--- src/rtl/alu_arbiter_if.sv ---
// Request, ALU-drive and response bundle between the requesters, the ALU and alu_arbiter.
// slave is the arbiter's view and master is the requester/consumer/ALU side.
interface alu_arbiter_if #(
  parameter int WIDTH = 32
);
  logic [1:0]              req_valid;
  logic [1:0]              req_ready;
  logic signed [WIDTH-1:0] req_a0;
  logic signed [WIDTH-1:0] req_b0;
  logic [3:0]              req_op0;
  logic signed [WIDTH-1:0] req_a1;
  logic signed [WIDTH-1:0] req_b1;
  logic [3:0]              req_op1;
  logic [WIDTH-1:0]        alu_a;
  logic [WIDTH-1:0]        alu_b;
  logic [3:0]              alu_op;
  logic [WIDTH-1:0]        alu_res;
  logic                    rsp_valid;
  logic                    rsp_ready;
  logic                    rsp_id;
  logic [WIDTH-1:0]        rsp_data;
  logic                    rsp_err;

  modport slave (
    input  req_valid, req_a0, req_b0, req_op0, req_a1, req_b1, req_op1,
    input  alu_res, rsp_ready,
    output req_ready, alu_a, alu_b, alu_op,
    output rsp_valid, rsp_id, rsp_data, rsp_err
  );

  modport master (
    output req_valid, req_a0, req_b0, req_op0, req_a1, req_b1, req_op1,
    output alu_res, rsp_ready,
    input  req_ready, alu_a, alu_b, alu_op,
    input  rsp_valid, rsp_id, rsp_data, rsp_err
  );
endinterface

--- src/rtl/alu_arbiter.sv ---
// Two-port round-robin arbiter in front of the shared combinational ALU.
// It has a one-entry response register carrying the requester id and an illegal-opcode flag.
module alu_arbiter #(
  parameter int WIDTH = 32
) (
  input  logic         clk,
  input  logic         rst_n,
  alu_arbiter_if.slave bus
);

  logic             rr_q, rr_d;
  logic             rsp_valid_q, rsp_valid_d;
  logic             rsp_id_q, rsp_id_d;
  logic             rsp_err_q, rsp_err_d;
  logic [WIDTH-1:0] rsp_data_q, rsp_data_d;

  logic [1:0]       grant_s;
  logic [1:0]       req_ready_s;
  logic             can_accept_s;
  logic             hs_s;
  logic             op_illegal_s;
  logic [WIDTH-1:0] alu_a_s;
  logic [WIDTH-1:0] alu_b_s;
  logic [3:0]       alu_op_s;

  function automatic logic op_illegal(input logic [3:0] op);
    case (op)
      4'b0000, 4'b1000, 4'b0001, 4'b0010, 4'b0011, 4'b0100,
      4'b0101, 4'b1101, 4'b0110, 4'b0111, 4'b1111: op_illegal = 1'b0;
      default:                                     op_illegal = 1'b1;
    endcase
  endfunction

  // Grant selection: a lone requester wins, and a tie goes to the rr pointer.
  always_comb begin
    grant_s = 2'b00;
    case (bus.req_valid)
      2'b01:   grant_s = 2'b01;
      2'b10:   grant_s = 2'b10;
      2'b11:   grant_s = rr_q ? 2'b10 : 2'b01;
      default: grant_s = 2'b00;
    endcase
  end

  // rst_n gates ready so that nothing is accepted while reset is held.
  assign can_accept_s = ~rsp_valid_q | bus.rsp_ready;
  assign req_ready_s  = grant_s & {2{can_accept_s & rst_n}};
  assign hs_s         = |req_ready_s;

  // ALU drive follows the grant alone, which keeps rsp_ready off the alu_* paths.
  always_comb begin
    alu_a_s  = {WIDTH{1'b0}};
    alu_b_s  = {WIDTH{1'b0}};
    alu_op_s = 4'b0000;
    case (grant_s)
      2'b01: begin
        alu_a_s  = bus.req_a0;
        alu_b_s  = bus.req_b0;
        alu_op_s = bus.req_op0;
      end
      2'b10: begin
        alu_a_s  = bus.req_a1;
        alu_b_s  = bus.req_b1;
        alu_op_s = bus.req_op1;
      end
      default: begin
        alu_a_s  = {WIDTH{1'b0}};
        alu_b_s  = {WIDTH{1'b0}};
        alu_op_s = 4'b0000;
      end
    endcase
  end

  assign op_illegal_s = op_illegal(alu_op_s);

  // Response register and rr next state.
  always_comb begin
    rr_d        = rr_q;
    rsp_valid_d = rsp_valid_q;
    rsp_id_d    = rsp_id_q;
    rsp_err_d   = rsp_err_q;
    rsp_data_d  = rsp_data_q;
    if (hs_s) begin
      rsp_valid_d = 1'b1;
      rsp_id_d    = req_ready_s[1];
      rsp_err_d   = op_illegal_s;
      rsp_data_d  = op_illegal_s ? {WIDTH{1'b0}} : bus.alu_res;
      rr_d        = ~req_ready_s[1];
    end else if (rsp_valid_q && bus.rsp_ready) begin
      rsp_valid_d = 1'b0;
    end else begin
      rsp_valid_d = rsp_valid_q;
    end
  end

  // State register with asynchronous reset.
  always_ff @(posedge clk or negedge rst_n) begin
    if (!rst_n) begin
      rr_q        <= 1'b0;
      rsp_valid_q <= 1'b0;
      rsp_id_q    <= 1'b0;
      rsp_err_q   <= 1'b0;
      rsp_data_q  <= {WIDTH{1'b0}};
    end else begin
      rr_q        <= rr_d;
      rsp_valid_q <= rsp_valid_d;
      rsp_id_q    <= rsp_id_d;
      rsp_err_q   <= rsp_err_d;
      rsp_data_q  <= rsp_data_d;
    end
  end

  assign bus.req_ready = req_ready_s;
  assign bus.alu_a     = alu_a_s;
  assign bus.alu_b     = alu_b_s;
  assign bus.alu_op    = alu_op_s;
  assign bus.rsp_valid = rsp_valid_q;
  assign bus.rsp_id    = rsp_id_q;
  assign bus.rsp_data  = rsp_data_q;
  assign bus.rsp_err   = rsp_err_q;

endmodule

--- src/flat_wrapper.sv ---
// flat-port wrapper written by rule: the top's interface ports become plain ports
module alu_arbiter_flat 
#(
  parameter int WIDTH = 32
)
  (clk, rst_n, bus_req_valid, bus_req_a0, bus_req_b0, bus_req_op0, bus_req_a1, bus_req_b1, bus_req_op1, bus_alu_res, bus_rsp_ready, bus_req_ready, bus_alu_a, bus_alu_b, bus_alu_op, bus_rsp_valid, bus_rsp_id, bus_rsp_data, bus_rsp_err);
  alu_arbiter_if #(.WIDTH(WIDTH)) bus_i ();
  input  logic clk;
  input  logic rst_n;
  input wire logic [$bits(bus_i.req_valid)-1:0] bus_req_valid;
  input wire logic [$bits(bus_i.req_a0)-1:0] bus_req_a0;
  input wire logic [$bits(bus_i.req_b0)-1:0] bus_req_b0;
  input wire logic [$bits(bus_i.req_op0)-1:0] bus_req_op0;
  input wire logic [$bits(bus_i.req_a1)-1:0] bus_req_a1;
  input wire logic [$bits(bus_i.req_b1)-1:0] bus_req_b1;
  input wire logic [$bits(bus_i.req_op1)-1:0] bus_req_op1;
  input wire logic [$bits(bus_i.alu_res)-1:0] bus_alu_res;
  input wire logic [$bits(bus_i.rsp_ready)-1:0] bus_rsp_ready;
  output wire logic [$bits(bus_i.req_ready)-1:0] bus_req_ready;
  output wire logic [$bits(bus_i.alu_a)-1:0] bus_alu_a;
  output wire logic [$bits(bus_i.alu_b)-1:0] bus_alu_b;
  output wire logic [$bits(bus_i.alu_op)-1:0] bus_alu_op;
  output wire logic [$bits(bus_i.rsp_valid)-1:0] bus_rsp_valid;
  output wire logic [$bits(bus_i.rsp_id)-1:0] bus_rsp_id;
  output wire logic [$bits(bus_i.rsp_data)-1:0] bus_rsp_data;
  output wire logic [$bits(bus_i.rsp_err)-1:0] bus_rsp_err;
  assign bus_i.req_valid = bus_req_valid;
  assign bus_i.req_a0 = bus_req_a0;
  assign bus_i.req_b0 = bus_req_b0;
  assign bus_i.req_op0 = bus_req_op0;
  assign bus_i.req_a1 = bus_req_a1;
  assign bus_i.req_b1 = bus_req_b1;
  assign bus_i.req_op1 = bus_req_op1;
  assign bus_i.alu_res = bus_alu_res;
  assign bus_i.rsp_ready = bus_rsp_ready;
  assign bus_req_ready = bus_i.req_ready;
  assign bus_alu_a = bus_i.alu_a;
  assign bus_alu_b = bus_i.alu_b;
  assign bus_alu_op = bus_i.alu_op;
  assign bus_rsp_valid = bus_i.rsp_valid;
  assign bus_rsp_id = bus_i.rsp_id;
  assign bus_rsp_data = bus_i.rsp_data;
  assign bus_rsp_err = bus_i.rsp_err;
  alu_arbiter #(.WIDTH(WIDTH)) u_core (.clk(clk), .rst_n(rst_n), .bus(bus_i));
endmodule
--- config.mk ---
export PLATFORM = sky130hd
export DESIGN_NAME = alu_arbiter_flat
export DESIGN_NICKNAME = d
export VERILOG_FILES = /design/src/rtl/alu_arbiter_if.sv /design/src/rtl/alu_arbiter.sv /design/src/flat_wrapper.sv
export SDC_FILE = /design/constraint.sdc
export NUM_CORES = 1
export LEC_CHECK = 0
export ABC_CLOCK_PERIOD_IN_PS = 2600
export BUFFER_PORTS_ARGS = -buffer_cell sky130_fd_sc_hd__buf_2
export CAP_MARGIN = 20
export CORE_AREA = 10 10 99 101
export CTS_CLUSTER_DIAMETER = 120
export DETAILED_ROUTE_END_ITERATION = 8
export DIE_AREA = 0 0 109 111
export PLACE_DENSITY = 0.72
export SLEW_MARGIN = 0
export SYNTH_ARGS = -nofsm -noshare
export SYNTH_HDL_FRONTEND = slang
export SYNTH_SLANG_ARGS = --single-unit
--- constraint.sdc ---
create_clock -name clk -period 2.6 [get_ports clk]
set_input_delay 0.13 -clock clk [delete_from_list [all_inputs] [get_ports clk]]
set_output_delay 0.13 -clock clk [all_outputs]
set_load 0.02 [all_outputs]
Word level (Yosys, flattened, before mapping)
Memory sizes are Yosys's and may differ from the RTL's.
Cells that the tools add are included.
{ "word_totals": {"register_bits": 36, "rom_bits": 16, "input_bits": 173, "wordCells": 27, "mem_count": 1} }
{ "memory_table": {"columns": ["name", "depth", "width", "read_ports", "rd_clocked_by_memory_dff", "wr", "line_no", "rtl"], "rows": [
  ["(name not given)", 16, 1, 1, 0, 0, "alu_arbiter.sv:27", "case (op)"]
]} }
{ "op_classes": {"n_eq_ne": 5, "mux": 8, "n_bitwise": 5, "reduce_logical": 3} }
{ "op_table": {"columns": ["cell", "n"], "rows": [
  ["$pmux W32 S2", 2],
  ["$mux W32", 1],
  ["$pmux W4 S2", 1],
  ["$eq A2 B2 Y1 const B", 3],
  ["$pmux W2 S3", 1],
  ["$eq A2 B1 Y1 const B", 2],
  ["$and A2 B2 Y2", 1],
  ["$mux W1", 2],
  ["$mux W2", 1],
  ["$not A1 Y1", 2],
  ["$reduce_bool A2 Y1", 1],
  ["$reduce_or A2 Y1", 1],
  ["$and A1 B1 Y1", 1],
  ["$logic_and A1 B1 Y1", 1],
  ["$or A1 B1 Y1", 1]
]} }

Depth between registers and ports, before layout
{ "depth": {"ltp_word": 6, "mapped_depth": 9} }

Least setup slack after synthesis
No wires, ideal clock.
{ "synth_timing": {"path_kind": "register to register", "from": "register u_core.rr_q", "to": "register u_core.rsp_data_q[1] (netlist: u_core.bus.rsp_data[1])", "setup_time_ns": 0.121, "arrival_ns": 2.020, "setup_slack_ns": 0.459, "path_stages_with_launch": 8, "n_path_buf": 2, "synth_period_minus_slack_ns": 2.141, "cell_sequence": "dfrtp_1 -> o21ai_0 -> ha_1 -> clkbuf_1 -> nor2_1 -> a31oi_4 -> buf_6 -> a22o_1"} }
{ "synth_via": {"elab_chain_len": 6, "word_cells_on_any_way": 9} }
{ "synth_rtl": {"columns": ["element", "line_no", "rtl"], "rows": [
  ["start, declared", "alu_arbiter.sv:11", "logic rr_q, rr_d;"],
  ["start signal, assigned", "alu_arbiter.sv:105", "rr_q <= rr_d;"],
  ["$mux W2 (*)", "alu_arbiter.sv:40", "2'b11: grant_s = rr_q ? 2'b10 : 2'b01;"],
  ["$pmux W2 S3 (*)", "alu_arbiter.sv:37", "case (bus.req_valid)"],
  ["$eq A2 B2 Y1 / $eq A2 B1 Y1 (equally long branches)", "alu_arbiter.sv:55", "case (grant_s)"],
  ["$pmux W4 S2 (*)", "alu_arbiter.sv:55", null],
  ["named net bus_alu_op[3]", "flat_wrapper.sv:22", "output wire logic [$bits(bus_i.alu_op)-1:0] bus_alu_op;"],
  ["$mem_v2 Z16 W1 (*)", null, null],
  ["$mux W32 (*)", "alu_arbiter.sv:87", "rsp_data_d = op_illegal_s ? {WIDTH{1'b0}} : bus.alu_res;"],
  ["end signal, assigned", "alu_arbiter.sv:103", "rsp_data_q <= {WIDTH{1'b0}};"],
  ["end signal, assigned", "alu_arbiter.sv:109", "rsp_data_q <= rsp_data_d;"],
  ["end, declared", "alu_arbiter.sv:15", "logic [WIDTH-1:0] rsp_data_q, rsp_data_d;"]
]} }
The timed path passes the listed nets; every way through them passes the cells marked *.
A chain may end at the register's enable or synchronous reset.

Final worst setup path
{ "layout_timing": {"from": "register u_core.rr_q", "to": "output bus_alu_b[24]"} }
{ "layout_via": {"elab_chain_len": 4, "word_cells_on_any_way": 5} }
{ "layout_rtl": {"columns": ["element", "line_no", "rtl"], "rows": [
  ["$mux W2 (*)", "alu_arbiter.sv:40", null],
  ["$pmux W2 S3 (*)", "alu_arbiter.sv:37", null],
  ["$eq A2 B2 Y1 / $eq A2 B1 Y1 (equally long branches)", "alu_arbiter.sv:55", null],
  ["$pmux W32 S2 (*)", "alu_arbiter.sv:55", null],
  ["end, declared", "flat_wrapper.sv:21", "output wire logic [$bits(bus_i.alu_b)-1:0] bus_alu_b;"]
]} }
Mark *: on every way between the ends. The rest lies on a longest branch, timed or not.

==> flow_summary.yaml <==
pwr:
  p_switching_w: 0.000966
  p_clk_frac: 0.179
  power.share.combinational: 0.506
  cellInternalPower_w: 0.00130
  p_leak_nw: 2.19
  p_sw_frac: 0.426
  vdd_ir_drop_max_uv: 208
  p_per_area_nw_per_um2: 595
  pwr-share-seq: 0.315
yosys:
  synth_edf_count: 0
  synth_cell_types: 19
  synth_nets: 430
  synth_top_area_frac: 0.405
  yosysWarnings: 0
  ys_seq_area_frac: 0.405
  yosys_most_used_dff: "dfrtp_1"
  yosys.area.top_type: "dfrtp_1"
  netlist_area_um2: 2220
  async_flop_share: 1.00
  netlist_top_cells_area: "dfrtp_1, a22oi_1, a22o_1"
  synth.most_common_cell: "nor2_1"
  synth_seq_cells: 36
  synthCells: 255
  postSynthAreaPerCell_um2: 8.72
  synth_common_cells: "nor2_1, a22oi_1, dfrtp_1"
routing:
  antenna_left: 0
  drt_iter0_markers: 162
  drc: 0
  via_per_inst: 4.98
  firstDrtPassIters: 4
  drt-wirelength-per-cell_um: 19.4
  via_count: 3130
  wl_um: 12200
cells_and_area:
  final_cell_area_um2: 3810
  multi_input_area_um2: 1180
  syn_to_final_growth_pct: 71.1
  nets: 696
  drive_gt1_frac: 0.571
  seqCellArea_um2: 901
  fillers: 806
job:
  cap_violations: 0
worst_hold_path:
  min_path_cells: 2
  min_path_type: "in -> reg"
grt:
  grt_max_degree: 47
  antenna_found_initial: 1
  grt_pass1_wl_um: 18100
  gr-total-overflow: 0
  grtUsageTotal: 0.185
  grt_pass1_vias: 3351
timing:
  finalHoldViolations: 0
  post-route-min-period_ns: 2.26
  slew_headroom: 0.705
  fin_worst_skew_ns: 0.00591
  setup_viol: 0
  tightest_slew_ns: 0.443
  finalCritPeriodShare: 0.868
  rsz0062_at_grt: "no"
  setup_tns_ns: 0
  maxSlewViolCount: 0
  max_freq_ghz: 0.443
cts:
  cts_hold_buf: 1
  cts_root_buf: "clkbuf_8"
  cts_tree: "done"
  cts_max_path_buffers: 2
  cts_sinks: 36
  cts_resized: 0
  path_clk_slew_ns: 0.07
  htree_levels: 2
  numCtsBuffers: 5
  post_cts_buffers: 0
  worstSkewPairLatency_ns: 0.29
floorplanning:
  die-area_um2: 12100
  initial_core_util: 0.279
  fp.dieW_um: 109
  rows: 33
  num_io_pins: 278
  core_area_um2: 7970
  die_y_um: 111
worst_setup_path:
  start_kind: "flip-flop"
  cp-end-kind: "output port"
  cp_data_required_time_ns: 2.47
  critical-path-max-stage-delay_ns: 0.40
  crit_chain: "o21ai_0, ha_2, buf_4, a22oi_1, nor2_1, buf_2"
  crit_slowest_cell: "dfrtp_1"
  arrival_ns: 2.13
  path_class: "reg -> out"
  reg2regPathDepth: 8
  worstPathMaxFanout: 39
placed_design:
  dp_hpwl_um: 10200
  gp_congestion: 0.800
  post_dp_cell_area_um2: 3700
  io_buffer_count: 277
outcome:
  status: "complete, no violations"
through the flow:
stage	total power (W)	utilization	hold WS, ns	instances	worst slack (ns)
2_1_floorplan	0.00140	-	-0.166	255	0.459
3_3_place_gp	0.00185	0.464	-0.0414	618	0.559
3_5_place_dp	0.00188	0.464	-0.0371	618	0.428
4_1_cts	0.00229	0.477	0.0482	627	0.340
5_1_grt	0.00242	0.477	0.0530	628	0.164
6_report	0.00227	0.478	0.0529	629	0.343
cell families after synthesis:
family | count (synthesis) | synth area share
AND/OR/NAND/NOR | 76 | 0.132
buffers and inverters | 33 | 0.0658
adder cells (fa/ha/maj) | 2 | 0.0112
flip-flops | 36 | 0.405
AO/OA/AOI/OAI | 108 | 0.386
power by group through the flow:
stage	Combinational, W	Clock (W)	Sequential, W
finish	0.00115	0.000406	0.000714
global route	0.00125	0.000443	0.000728
CTS	0.00116	0.000416	0.000713
detailed placement	0.00115	0	0.000723
global placement	0.00113	0	0.000721
floorplan	0.000565	0	0.000840
flip-flops by register name, indices dropped and copies added, names as in the netlist:
name and count:
u_core.bus.rsp_data 32, u_core.bus.rsp_err 1, u_core.bus.rsp_id 1, u_core.rr_q 1, u_core.bus.rsp_valid 1
area by class of cell:
cell class              count  area share
flip-flops and latches     36       0.237
clock buffers               6      0.0217
repair buffers            287       0.388
well taps                 105      0.0345
inverters                   5     0.00493
clock inverters             2     0.00263
diodes                      2     0.00131
multi-input cells         186       0.311
critical path, delay by kind of cell, from the launching register on:
family          cells  cell delay [ns]
buf+inv             2             0.55
compound gates      2             0.47
simple gates        1             0.10
fa+ha+maj           1             0.31
flops               1             0.40
final timing paths:
check / start / end / slack [ns]
worst min-delay path: bus_alu_res[11] / u_core.bus.rsp_data[11] / 0.05
worst max register to register: u_core.rr_q / u_core.bus.rsp_data[10] / 0.41
worst max-delay path: u_core.rr_q / bus_alu_b[24] / 0.34
min in group asynchronous: rst_n / u_core.bus.rsp_err / 0.26
max in group asynchronous: rst_n / u_core.bus.rsp_data[7] / 1.71
worst min register to register: u_core.bus.rsp_id / u_core.bus.rsp_id / 0.50
cell usage in the layout, fill, tap and decap left out:
cell type / n
diode_2: 2
clkinv_2: 2
o211ai_1: 1
buf_12: 1
nor2_1: 69
a21o_1: 1
buf_4: 8
nand2_1: 3
o211ai_2: 1
or2_1: 1
a22oi_1: 68
buf_2: 277
inv_1: 5
dfrtp_1: 36
a21oi_1: 2
a31oi_4: 1
nand3_1: 2
o21ai_0: 2
clkbuf_8: 6
nand2b_1: 1
dlygate4sd3_1: 1
a22o_1: 32
ha_2: 2
per-layer routing:
layer  track usage  vias up  wire length (µm)
met5             0        -                 0
met4        0.0598        0               267
met3        0.0913       20              1730
met2         0.317      179              6020
met1         0.192     1446              4210
li1              -     1485                 -
No activity file was read; power rests on OpenSTA's default activity.
